File: src/rtl/mc_control_fsm.sv
// mc_control_fsm: multi-cycle MIPS main controller sequencing fetch/decode/execute/memory/writeback.
// Build option MC_ILLEGAL_OP_TRAP_EN: unrecognised opcodes park in TRAP instead of retiring as a NOP.
module mc_control_fsm #(
  parameter int unsigned CNT_W = 32
) (
  input  logic             clk_i,
  input  logic             rst_i,
  input  logic [5:0]       Op_i,
  input  logic             mem_ready_i,
  output logic             mem_read_o,
  output logic             mem_write_o,
  output logic             IorD_o,
  output logic             IRWrite_o,
  output logic             PCWrite_o,
  output logic             PCWriteCond_o,
  output logic [1:0]       PCSrc_o,
  output logic             ALUSrcA_o,
  output logic [1:0]       ALUSrcB_o,
  output logic [1:0]       ALUOp_o,
  output logic             RegDst_o,
  output logic             MemtoReg_o,
  output logic             RegWrite_o,
  output logic [3:0]       state_o,
  output logic [CNT_W-1:0] instr_cnt_o,
  output logic             trap_o
);

  typedef enum logic [3:0] {
    S_START    = 4'd0,
    S_FETCH    = 4'd1,
    S_DECODE   = 4'd2,
    S_MEM_ADDR = 4'd3,
    S_MEM_RD   = 4'd4,
    S_WB_MEM   = 4'd5,
    S_MEM_WR   = 4'd6,
    S_EXEC_R   = 4'd7,
    S_WB_R     = 4'd8,
    S_EXEC_I   = 4'd9,
    S_WB_I     = 4'd10,
    S_BRANCH   = 4'd11,
    S_JUMP     = 4'd12,
    S_TRAP     = 4'd13
  } state_t;

  localparam logic [5:0] OP_RTYPE = 6'b000000;
  localparam logic [5:0] OP_ADDI  = 6'b001000;
  localparam logic [5:0] OP_LW    = 6'b100011;
  localparam logic [5:0] OP_SW    = 6'b101011;
  localparam logic [5:0] OP_BEQ   = 6'b000100;
  localparam logic [5:0] OP_J     = 6'b000010;

  state_t           r_state;
  state_t           w_next;
  logic             w_retire;
  logic [CNT_W-1:0] r_cnt;

  always_ff @(posedge clk_i) begin
    if (rst_i) begin
      r_state <= S_START;
      r_cnt   <= '0;
    end else begin
      r_state <= w_next;
      if (w_retire) r_cnt <= r_cnt + 1'b1;
    end
  end

  always_comb begin
    w_next   = r_state;
    w_retire = 1'b0;
    case (r_state)
      S_START:  w_next = S_FETCH;
      S_FETCH:  if (mem_ready_i) w_next = S_DECODE;
      S_DECODE: begin
        case (Op_i)
          OP_RTYPE:     w_next = S_EXEC_R;
          OP_ADDI:      w_next = S_EXEC_I;
          OP_LW, OP_SW: w_next = S_MEM_ADDR;
          OP_BEQ:       w_next = S_BRANCH;
          OP_J:         w_next = S_JUMP;
          default: begin
`ifdef MC_ILLEGAL_OP_TRAP_EN
            w_next = S_TRAP;
`else
            // PC+4 already happened in FETCH, so retiring straight away is a NOP
            w_next   = S_FETCH;
            w_retire = 1'b1;
`endif
          end
        endcase
      end
      S_MEM_ADDR: w_next = (Op_i == OP_LW) ? S_MEM_RD : S_MEM_WR;
      S_MEM_RD:   if (mem_ready_i) w_next = S_WB_MEM;
      S_MEM_WR: begin
        if (mem_ready_i) begin
          w_next   = S_FETCH;
          w_retire = 1'b1;
        end
      end
      S_EXEC_R: w_next = S_WB_R;
      S_EXEC_I: w_next = S_WB_I;
      S_WB_MEM, S_WB_R, S_WB_I, S_BRANCH, S_JUMP: begin
        w_next   = S_FETCH;
        w_retire = 1'b1;
      end
      S_TRAP:   w_next = S_TRAP;
      default:  w_next = S_START;
    endcase
  end

  always_comb begin
    mem_read_o    = 1'b0;
    mem_write_o   = 1'b0;
    IorD_o        = 1'b0;
    IRWrite_o     = 1'b0;
    PCWrite_o     = 1'b0;
    PCWriteCond_o = 1'b0;
    PCSrc_o       = 2'b00;
    ALUSrcA_o     = 1'b0;
    ALUSrcB_o     = 2'b00;
    ALUOp_o       = 2'b00;
    RegDst_o      = 1'b0;
    MemtoReg_o    = 1'b0;
    RegWrite_o    = 1'b0;
    trap_o        = 1'b0;
    case (r_state)
      S_FETCH: begin
        mem_read_o = 1'b1;
        ALUSrcB_o  = 2'b01;
        IRWrite_o  = mem_ready_i;
        PCWrite_o  = mem_ready_i;
      end
      S_DECODE:   ALUSrcB_o = 2'b11;
      S_MEM_ADDR, S_EXEC_I: begin
        ALUSrcA_o = 1'b1;
        ALUSrcB_o = 2'b10;
      end
      S_MEM_RD: begin
        mem_read_o = 1'b1;
        IorD_o     = 1'b1;
      end
      S_WB_MEM: begin
        RegWrite_o = 1'b1;
        MemtoReg_o = 1'b1;
      end
      S_MEM_WR: begin
        mem_write_o = 1'b1;
        IorD_o      = 1'b1;
      end
      S_EXEC_R: begin
        ALUSrcA_o = 1'b1;
        ALUOp_o   = 2'b10;
      end
      S_WB_R: begin
        RegWrite_o = 1'b1;
        RegDst_o   = 1'b1;
      end
      S_WB_I:     RegWrite_o = 1'b1;
      S_BRANCH: begin
        ALUSrcA_o     = 1'b1;
        ALUOp_o       = 2'b01;
        PCWriteCond_o = 1'b1;
        PCSrc_o       = 2'b01;
      end
      S_JUMP: begin
        PCWrite_o = 1'b1;
        PCSrc_o   = 2'b10;
      end
`ifdef MC_ILLEGAL_OP_TRAP_EN
      S_TRAP:     trap_o = 1'b1;
`endif
      default: ;
    endcase
  end

  assign state_o     = r_state;
  assign instr_cnt_o = r_cnt;

endmodule

File: config.mk
export PLATFORM = sky130hd
export DESIGN_NAME = mc_control_fsm
export DESIGN_NICKNAME = d
export VERILOG_FILES = /design/src/rtl/mc_control_fsm.sv
export SDC_FILE = /design/constraint.sdc
export NUM_CORES = 1
export LEC_CHECK = 0
export ABC_AREA = 1
export BUFFER_PORTS_ARGS = -buffer_cell sky130_fd_sc_hd__buf_2
export CAP_MARGIN = 20
export CORE_AREA = 10 10 87 89
export DETAILED_ROUTE_END_ITERATION = 10
export DIE_AREA = 0 0 97 99
export HOLD_SLACK_MARGIN = 0.15
export PLACE_DENSITY = 0.65
export REMOVE_ABC_BUFFERS = 1
export SLEW_MARGIN = 20
export SYNTH_ARGS = -nofsm -noshare
export SYNTH_HDL_FRONTEND = slang
export SYNTH_SLANG_ARGS = --single-unit
File: constraint.sdc
create_clock -name clk_i -period 2.35 [get_ports clk_i]
set_clock_uncertainty 0.05 [all_clocks]
set_input_delay 0.235 -clock clk_i [delete_from_list [all_inputs] [get_ports clk_i]]
set_output_delay 0.235 -clock clk_i [all_outputs]
set_load 0.01 [all_outputs]
# After elaboration in Yosys (flattened, before gate mapping)
# Index checks and enable logic that the tools add are counted.
# word_totals
ff_bits	36
latch_bits	0
mem_bits_rw	0
romBits	0
inputBits	9
out_inout_bits	53
wordCells	58
memories	0
# op_classes
addsub	1
mul	0
div_mod_pow	0
order_cmp	0
eq_ne	21
n_shift	0
n_mux	22
bitwise	0
n_reduce_logical	12
# op_table
cell	count
$pmux W4 S9	1
$add A32 B1 Y32 const B	1
$eq A4 B4 Y1 const B	6
$pmux W4 S5	1
$eq A4 B3 Y1 const B	4
$eq A6 B6 Y1 const B	2
$mux W4	3
$reduce_or A6 Y1	2
$mux W1	11
$eq A4 B2 Y1 const B	2
$pmux W2 S2	2
$reduce_or A2 Y1	4
$eq A6 B2 Y1 const B	1
$eq A6 B3 Y1 const B	1
$eq A6 B4 Y1 const B	1
$logic_not A6 Y1	1
$ne A2 B2 Y1 const B	3
$pmux W2 S3	1
$reduce_or A5 Y1	1
$eq A4 B1 Y1 const B	1
$logic_not A4 Y1	1
$reduce_or A4 Y1	1
$pmux W1 S3	1
$reduce_and A3 Y1	1
other kinds (3)	3

# Longest topological paths before layout
# depth
ltp_word	4
depth_mapped	10
depth_no_buf	10

# Worst setup path before layout
# No wires, ideal clock.
# synth_timing
path_type	register to register
from	register r_cnt[0], in the netlist instr_cnt_o[0]
to	register r_cnt[30], in the netlist instr_cnt_o[30]
setup_ns	0.132
arrival_ns	1.575
required_ns	2.168
setup_slack_ns	0.593
path_stages_with_launch	11
path_buffers	0
period_less_slack_ns	1.757
path_cell_list	dfxtp_1 ha_1 nand2_1 nor2_1 nand2_1 nor2_1 nand2_1 nand2_1 nand2_1 nand2_1 a21oi_1
# synth_via
elab_chain_len	1
# synth_lines
element	line_no	source
start: declaration	55	logic [CNT_W-1:0] r_cnt;
start signal: assignment	63	if (w_retire) r_cnt <= r_cnt + 1'b1;
$add A32 B1 Y32	63	
# Every way passes these cells.
# A chain may end at the register's enable or synchronous reset.

# Worst setup path in the final report
# Same ends and word-level chain as after synthesis.

==> flow_summary.json <==
{
  "avgSynthCellArea_um2": 5.73,
  "die_w_um": 97,
  "final_nets": 514,
  "grt_util_all_layers_pct": 15.7,
  "routedWlPerCell_um": 13.4,
  "avgViaCountPerCell": 4.96,
  "port_buffers": 60,
  "cts_buffers": 5,
  "dp_hpwl_um": 5770,
  "layout_commonest_cell": "nand2_1",
  "cts_hold_buf": 0,
  "worstHoldPathType": "in2reg",
  "row_count": 28,
  "drc": 0,
  "grt_pass1_wl_um": 12900,
  "via_count": 2879,
  "dieArea_mm2": 0.00960,
  "syn_area_mm2": 0.00258,
  "rsz0062_at_grt": "false",
  "ant_nets": 0,
  "max_slew.worst_pin.slew_ns": 0.708,
  "synth_edf_count": 0,
  "worstPathCellList": "ha_1 > nand2_1 > nor2_1 > nand2_1 > nor2_1 > nand2_1 > nand2_1 > nand2_1 > nand2_1 > a21oi_1",
  "worst_slack_ns": 0.336,
  "grt_max_degree": 36,
  "slowest_delay_ns": 0.40,
  "cap_violations": 0,
  "async_flop_share_pct": 0,
  "crit_type": "reg2reg",
  "fillers": 641,
  "cts_buffer_depth": 2,
  "synth_cell_type_count": 26,
  "antenna_cells": 0,
  "required_ns": 2.46,
  "clk_pin_slew_ns": 0.08,
  "crit_start": "instr_cnt_o[0]",
  "min_from": "mem_ready_i",
  "cts_tree": "done",
  "peakVddDrop_uv": 532,
  "ys_seq_area_share_pct": 27.9,
  "wirelength_um": 7750,
  "cp_max_fo": 6,
  "io_pins": 62,
  "slew_violations": 0,
  "power_leakage_nw": 1.32,
  "antenna_found_initial": 0,
  "place_congestion": 0.874,
  "multi_input_area_mm2": 0.00159,
  "critPathArrivalTime_ns": 2.12,
  "grt_pass1_vias": 2680,
  "die_h_um": 99,
  "fp.coreArea_mm2": 0.00585,
  "post_cts_buffers": 0,
  "place_ws_ns": 0.346,
  "synth-seq-cells": 36,
  "start_kind": "register",
  "cts_resized": 0,
  "cp-end-kind": "register",
  "initial_core_util_pct": 44.1,
  "fin_tns_setup_ns": 0,
  "most-common-layout-cells": "nand2_1 (158), nor2_1 (75), buf_2 (60)",
  "fin_hold_ws_ns": 0.236,
  "htreeDepth": 2,
  "finalCritPeriodShare_pct": 85.7,
  "syn-instance-count": 451,
  "fmax_mhz": 497,
  "slowest_stage": "dfxtp_1",
  "syn_to_final_growth_pct": 15.2,
  "ys_warn_count": 0,
  "setup_viol": 0,
  "numClockSinks": 36,
  "root_buffer": "clkbuf_8",
  "status": "complete, no violations",
  "ys.flop_type": "dfxtp_1",
  "clk_latency_ns": 0.30,
  "hold_violations": 0,
  "r2r-start": "instr_cnt_o[0]",
  "grt_overflow": 0,
  "relSlewSlack_pct": 52.8,
  "p_per_area_mw_per_mm2": 587,
  "drt-initial-drc-count": 86,
  "critPathMostFrequentCell": "nand2_1",
  "drtPass1Iterations": 4,
  "layout-drive-gt1-share_pct": 15.6,
  "min_period_ns": 2.01,
  "regArea_um2": 721
}
==> area by class of cell <==
class                           instances  share of cell area [%]
Clock buffer                            8                    3.03
Inverter                               43                    5.43
Multi-Input combinational cell        356                    53.6
Sequential cell                        36                    24.2
Tap cell                               75                    3.16
Timing Repair Buffer                   62                    10.6
==> per-layer routing <==
layer | share of wire [%] | up-vias | global-route usage (%)
met2 | 46 | 77 | 26.0
met5 | 0 | - | 0
li1 | - | 1517 | -
met1 | 46 | 1274 | 19.5
met4 | 1.7 | 0 | 5.11
met3 | 6.7 | 11 | 3.98
==> flip-flops by register name, summed over array words and instances, names as in the netlist <==
| name | count |
|---|---|
| instr_cnt_o | 32 |
| state_o | 4 |
==> synth_stat cells, types with 2 or more instances <==
master / count / share of area, %
nand2_1: 158 / 23
nor2_1: 75 / 11
inv_1: 39 / 5.7
xnor2_1: 4 / 1.4
buf_4: 6 / 1.7
dfxtp_1: 36 / 28
inv_2: 4 / 0.58
buf_2: 2 / 0.39
o21ai_0: 4 / 0.78
xor2_1: 12 / 4.1
nand4_1: 4 / 0.97
a21oi_1: 33 / 6.4
nand3_1: 53 / 10
nand2_2: 4 / 0.97
clkbuf_1: 4 / 0.58
buf_6: 3 / 1.3
==> critical path: cells and delay by family (launching register included) <==
kind | cells | cell delay, ns
compound gates | 1 | 0.08
flops | 1 | 0.40
fa+ha+maj | 1 | 0.24
simple gates | 8 | 1.12
==> per-stage QoR <==
| step | area (µm²) | cells | total power (W) | util (%) |
|---|---|---|---|---|
| after floorplan | 2470 | 435 | 0.00107 | - |
| after global placement | 2880 | 572 | 0.00129 | 49.3 |
| after detailed placement | 2880 | 572 | 0.00129 | 49.3 |
| after CTS | 2970 | 580 | 0.00176 | 50.8 |
| after global routing | 2970 | 580 | 0.00185 | 50.8 |
| final | 2970 | 580 | 0.00175 | 50.8 |
==> kinds of logic after synthesis <==
kind of cell	Yosys count	synth area share [%]
flops	36	27.9
compound gates	40	7.95
xor+xnor	16	5.43
simple gates	298	47.7
fa+ha+maj	1	0.484
buf+inv	59	10.4
other cells	1	0.145
==> path summary, 6_finish.rpt <==
path / end / slack (ns) / cells past startpoint
hold reg to reg: instr_cnt_o[31] / 0.48 / 2
setup reg to reg: instr_cnt_o[30] / 0.34 / 10
hold / removal: state_o[1] / 0.24 / 4
setup / recovery: instr_cnt_o[30] / 0.34 / 10
==> power by group <==
part           internal, W  switching (W)  total (W)
Clock             0.000239       0.000233   0.000472
Combinational     0.000174       0.000407   0.000582
Sequential        0.000641      0.0000522   0.000693
Note: power is estimated with default switching activity, not from simulation.
